===== config.mk =====
export PLATFORM = sky130hd
export DESIGN_NAME = pipe_stage_chain
export DESIGN_NICKNAME = d
export VERILOG_FILES = /design/src/rtl/pipe_stage_chain.sv
export SDC_FILE = /design/constraint.sdc
export NUM_CORES = 1
export LEC_CHECK = 0
export ABC_AREA = 1
export ABC_CLOCK_PERIOD_IN_PS = 7900
export BUFFER_PORTS_ARGS = -buffer_cell sky130_fd_sc_hd__buf_2
export CAP_MARGIN = 0
export CORE_ASPECT_RATIO = 1.1
export CORE_MARGIN = 1
export CORE_UTILIZATION = 45
export DETAILED_ROUTE_END_ITERATION = 6
export PLACE_DENSITY = 0.76
export SETUP_SLACK_MARGIN = 0.5
export SLEW_MARGIN = 20
export SYNTH_ARGS = -nofsm -noshare
export SYNTH_HDL_FRONTEND = slang
export SYNTH_SLANG_ARGS = --single-unit

===== constraint.sdc =====
create_clock -name clk_i -period 7.9 [get_ports clk_i]
set_input_delay 0.395 -clock clk_i [delete_from_list [all_inputs] [get_ports clk_i]]
set_output_delay 0.395 -clock clk_i [all_outputs]
set_load 0.01 [all_outputs]

===== src/rtl/pipe_stage_chain.sv =====
// pipe_stage_chain: elastic chain of STAGES pipeline registers, WIDTH-bit payload.
// Stage 0 is the youngest and stage STAGES-1 is the oldest, driving the output.
// Features: valid/ready back-pressure, global stall, partial flush of the
// youngest FLUSH_STAGES stages, and a combinational occupancy count.
// Optional performance counters (stall_cnt_o, bubble_cnt_o) are built only
// when the macro PIPE_STAGE_CHAIN_PERF_EN is defined.
//
// Handshake: a word moves across the input when in_valid_i & in_ready_o,
// and across the output when out_valid_o & out_ready_i & !stall_i.
// in_ready_o never depends on in_valid_i, and out_valid_o never depends on
// out_ready_i.
module pipe_stage_chain #(
    parameter int WIDTH        = 32,
    parameter int STAGES       = 4,
    parameter int FLUSH_STAGES = 2
) (
    input  logic                        clk_i,
    input  logic                        rst_i,
    input  logic                        in_valid_i,
    input  logic [WIDTH-1:0]            in_data_i,
    output logic                        in_ready_o,
    output logic                        out_valid_o,
    output logic [WIDTH-1:0]            out_data_o,
    input  logic                        out_ready_i,
    input  logic                        stall_i,
    input  logic                        flush_i,
    output logic [$clog2(STAGES+1)-1:0] occupancy_o
`ifdef PIPE_STAGE_CHAIN_PERF_EN
    ,
    output logic [31:0]                 stall_cnt_o,
    output logic [31:0]                 bubble_cnt_o
`endif
);

    localparam int OCC_W = $clog2(STAGES + 1);

    // Reject impossible configurations while elaborating.
    if (STAGES < 1 || FLUSH_STAGES < 0 || FLUSH_STAGES > STAGES) begin : g_bad_params
        $error("pipe_stage_chain: illegal STAGES/FLUSH_STAGES combination");
    end

    logic [STAGES-1:0] v;                 // per-stage valid bits
    logic [WIDTH-1:0]  d [STAGES];        // per-stage payload
    logic [STAGES-1:0] rdy;               // stage k may load this cycle
    logic [STAGES-1:0] up_v;              // valid offered to stage k
    logic [WIDTH-1:0]  up_d [STAGES];     // payload offered to stage k

    // Ready ripples from the consumer toward stage 0: a stage can load if it
    // is empty or everything downstream of it can move.
    always_comb begin
        logic acc;
        acc = out_ready_i;
        rdy = '0;
        for (int k = STAGES - 1; k >= 0; k--) begin
            acc    = acc | ~v[k];
            rdy[k] = acc;
        end
    end

    assign in_ready_o = rdy[0] & ~stall_i & ~flush_i & ~rst_i;

    // What each stage would load: the producer for stage 0, otherwise the
    // next-younger stage, which looks empty if this cycle's flush kills it.
    always_comb begin
        up_v    = '0;
        up_v[0] = in_valid_i & in_ready_o;
        up_d[0] = in_data_i;
        for (int k = 1; k < STAGES; k++) begin
            up_v[k] = v[k-1] & ~(flush_i && ((k - 1) < FLUSH_STAGES));
            up_d[k] = d[k-1];
        end
    end

    // Stage registers: flush kills the young stages even under stall; other
    // stages load when ready and not stalled. Bubbles keep their old data.
    always_ff @(posedge clk_i) begin
        if (rst_i) begin
            v <= '0;
            for (int k = 0; k < STAGES; k++) begin
                d[k] <= '0;
            end
        end else begin
            for (int k = 0; k < STAGES; k++) begin
                if (flush_i && (k < FLUSH_STAGES)) begin
                    v[k] <= 1'b0;
                end else if (!stall_i && rdy[k]) begin
                    v[k] <= up_v[k];
                    if (up_v[k]) begin
                        d[k] <= up_d[k];
                    end
                end
            end
        end
    end

    assign out_valid_o = v[STAGES-1] & ~rst_i;
    assign out_data_o  = rst_i ? '0 : d[STAGES-1];

    // Occupancy is the population count of the valid bits.
    always_comb begin
        occupancy_o = '0;
        if (!rst_i) begin
            for (int k = 0; k < STAGES; k++) begin
                occupancy_o = occupancy_o + OCC_W'(v[k]);
            end
        end
    end

`ifdef PIPE_STAGE_CHAIN_PERF_EN
    // Saturating counters of stalled cycles and of cycles where the consumer
    // was ready but the chain had nothing to offer.
    always_ff @(posedge clk_i) begin
        if (rst_i) begin
            stall_cnt_o  <= '0;
            bubble_cnt_o <= '0;
        end else begin
            if (stall_i && (stall_cnt_o != 32'hFFFF_FFFF)) begin
                stall_cnt_o <= stall_cnt_o + 32'd1;
            end
            if (!out_valid_o && out_ready_i && (bubble_cnt_o != 32'hFFFF_FFFF)) begin
                bubble_cnt_o <= bubble_cnt_o + 32'd1;
            end
        end
    end
`endif

endmodule


==> flow_metrics.env <==
export IMPL_status="finished, final reports clean"
export IMPL_syn_avg_cell_area_sq_um=10.9
export IMPL_crit_chain="fa_1 > ha_1 > ha_1 > inv_1 > nor2_1 > buf_2"
export IMPL_first_global_vias=2876
export IMPL_power_frac_seq_pct=54.5
export IMPL_rrSetupSlack_ns=6.00
export IMPL_p_leak_nw=3.05
export IMPL_initial_core_util_pct=46.3
export IMPL_criticalPathCategory="flip-flop to primary output"
export IMPL_diodes=0
export IMPL_grt_pass1_wl_microns=11800
export IMPL_io_buffer_count=74
export IMPL_io_pin_count=75
export IMPL_post_route_period_util_pct=31.0
export IMPL_cp_num_buf_inv=2
export IMPL_synth_adder_area_share_pct=0.806
export IMPL_synth_top_family_by_area="simple AND/OR/NAND/NOR gates"
export IMPL_htreeDepth=4
export IMPL_p_sw_mw=0.279
export IMPL_ys_warn_count=0
export IMPL_syn2layout_area_growth_pct=16.1
export IMPL_place_congestion=0.785
export IMPL_cts_tree="built"
export IMPL_cpMostUsedCell="ha_1"
export IMPL_synth_simple_gate_area_share_pct=15.0
export IMPL_r2r_end="d[0][2]"
export IMPL_clock_skew_ns=0.00856
export IMPL_synthArstFlopShare_pct=0
export IMPL_ant_nets=0
export IMPL_numCtsBuffers=17
export IMPL_synth_cells=515
export IMPL_top_layer_used="met4"
export IMPL_ys_seq_area_share_pct=70.2
export IMPL_nets=634
export IMPL_ir_drop_uv=154
export IMPL_hold_end="d[0][10]"
export IMPL_wl_per_cell_microns=9.29
export IMPL_arrival_ns=2.06
export IMPL_clock_fmax_mhz=408
export IMPL_die_h_microns=119
export IMPL_antenna_found_initial=0
export IMPL_critPathMaxFanout=5
export IMPL_netlist_area_sq_mm=0.00559
export IMPL_synth_seq_cells=132
export IMPL_power_frac_comb_pct=4.0
export IMPL_wl_met1_microns=2960
export IMPL_drv_slew=0
export IMPL_muxShareOfSynthArea_pct=0
export IMPL_fin_crit_ns=2.45
export IMPL_clock_path_buffers=2
export IMPL_first_iter_violations=95
export IMPL_whs_path_depth=3
export IMPL_synth_cell_types=26
export IMPL_core_area_sq_mm=0.0121
export IMPL_max_stage_delay_ns=0.45
export IMPL_reg2reg_from="v[3]"
export IMPL_crit_slowest_cell="dfxtp_1"
export IMPL_synth_top_area_cell="edfxtp_1"
export IMPL_die_area_sq_mm=0.0129
export IMPL_power_frac_clock_pct=41.4
export IMPL_power_density_mw_per_mm2=228
export IMPL_yosysTopAreaCellShare_pct=68.7
export IMPL_ff2ff_path_depth=5
export IMPL_cts_setup_buffers=0
export IMPL_wl_met3_microns=466
export IMPL_critical_path_top_delay_family="adder cells"
export IMPL_fill_cells=1002
export IMPL_synth_area_leaders="edfxtp_1 (69%), inv_1 (11%), nor2_1 (9.9%)"
export IMPL_vias=3078
export IMPL_min_delay_start="in_data_i[10]"
export IMPL_grt_util_all_layers_pct=12.1
export IMPL_clock_root_buffer="clkbuf_16"
export IMPL_met2WireLength_microns=3420
export IMPL_setup_viol=0
export IMPL_grt_overflow_total=0
export IMPL_die_width_microns=108
export IMPL_crit_path_start_kind="flip-flop"
export IMPL_yosysMostFrequentCell="inv_1"
export IMPL_clkTransAtPathRegs_ns=0.05
export IMPL_worst_ep_required_time_ns=7.51
export IMPL_p_int_mw=1.20
export IMPL_ys_flop_type="edfxtp_1"
export IMPL_hpwlAfterDp_microns=5060
export IMPL_cts_resized=0
export IMPL_synth_xor_area_share_pct=0
export IMPL_hold_viol=0
export IMPL_wl_microns=6990
export IMPL_drive_gt1_share_pct=21.6
export IMPL_rsz0062_at_grt="no"
export IMPL_fin_util_pct=53.7
export IMPL_power_switching_share_pct=18.9
export IMPL_ctsHoldBuffers=0
export IMPL_place_area_sq_mm=0.00603
export IMPL_design_area_sq_mm=0.00649
export IMPL_cts_sinks=132
export IMPL_setup_tns_ns=0
export IMPL_synth_commonest_cells="inv_1 (168), nor2_1 (147), edfxtp_1 (128)"
export IMPL_grt_start_max_net_pins=39
export IMPL_drt_vias_per_instance=4.09
export IMPL_insertion_delay_ns=0.40
export IMPL_synth_compound_area_share_pct=0.269
export IMPL_synth_nets=556
export IMPL_dr_pass1_iters=4
export IMPL_drv_cap=0
export IMPL_slew_headroom_pct=54.7
export IMPL_critPathCaptureType="primary output"
export IMPL_tightest_slew_ns=0.680
export IMPL_rows=42
export IMPL_synth_edff_count=128
export IMPL_drcViolationCount=0
export IMPL_hp_class="input pin to flip-flop"
-- worst reg2reg max path, cell delays in order (launching register included) --
cell	delay (ns)
dfxtp_1	0.33
inv_1	0.10
nor2_1	0.04
nand4_1	0.13
nand3_4	0.29
nand2_2	0.62
-- worst max-delay path by stage --
stage,startpoint,endpoint,slack (ns),cells after the start
after floorplan,stall_i,d[3][0],4.58,3
after global placement,rst_i,d[0][3],5.06,6
after detailed placement,rst_i,d[0][10],4.91,6
after CTS,rst_i,d[0][2],5.30,6
after global routing,v[0],occupancy_o[1],5.34,6
final,v[0],occupancy_o[1],5.45,6
-- cell families after synthesis --
family,Yosys count
simple gates,191
buf+inv,186
flops,132
compound gates,3
fa+ha+maj,3
-- metrics by stage --
step	instances	total power, mW	worst slack [ns]	hold slack, ns
2_1_floorplan	515	0.856	4.58	0.490
3_5_place_dp	728	0.879	4.91	0.529
5_1_grt	752	1.53	5.34	0.290
4_1_cts	752	1.49	5.30	0.289
3_3_place_gp	728	0.877	5.06	0.514
6_report	752	1.48	5.45	0.294
-- layout make-up --
type | count | area [sq um] | share of cell area, %
inverter | 170 | 638 | 9.83
timing repair buffer | 75 | 378 | 5.82
multi-input combinational | 197 | 907 | 14.0
clock buffer | 21 | 440 | 6.78
clock inverter | 3 | 13.8 | 0.212
sequential | 132 | 3920 | 60.4
tap | 154 | 193 | 2.97
-- state kept, by name (all words and copies together), names as in the netlist --
name and cells:
v 4, d 128
-- routing by layer --
metal	up-vias	GRT usage, %
met5	-	0
met1	1321	12.1
met3	13	5.15
met4	0	5.83
li1	1671	-
met2	73	21.4
-- power groups by stage --
stage / registers [mW] / logic, mW / clock network [mW]
finish: 0.806 / 0.0594 / 0.612
floorplan: 0.817 / 0.0385 / 0
global route: 0.808 / 0.0685 / 0.653
global placement: 0.818 / 0.0585 / 0
detailed placement: 0.819 / 0.0597 / 0
CTS: 0.807 / 0.0605 / 0.619
-- cells in the final DEF, fill, tap and decap left out --
cell       netlist  routed
nand2_1          8       6
clkinv_2         0       2
o21ai_1          1       1
nand2_4          1       1
or2_2            1       1
nor2_1         147     147
o21ai_2          0       1
edfxtp_1       128     128
nand4_1          1       1
nand2_2          4       6
inv_2            2       2
nor2_2          20      20
dfxtp_1          4       4
clkinv_1         0       1
nand3_1          4       4
inv_1          168     168
a21oi_1          1       1
clkbuf_1         1       4
fa_1             1       1
nand3_4          1       1
buf_4            6       1
nor3_4           1       1
nor2_4           1       1
ha_1             2       2
buf_2            3      74
clkbuf_16        0      17
nand3b_1         1       1
nand3_2          1       1
Power figures use the tool's default switching activity.
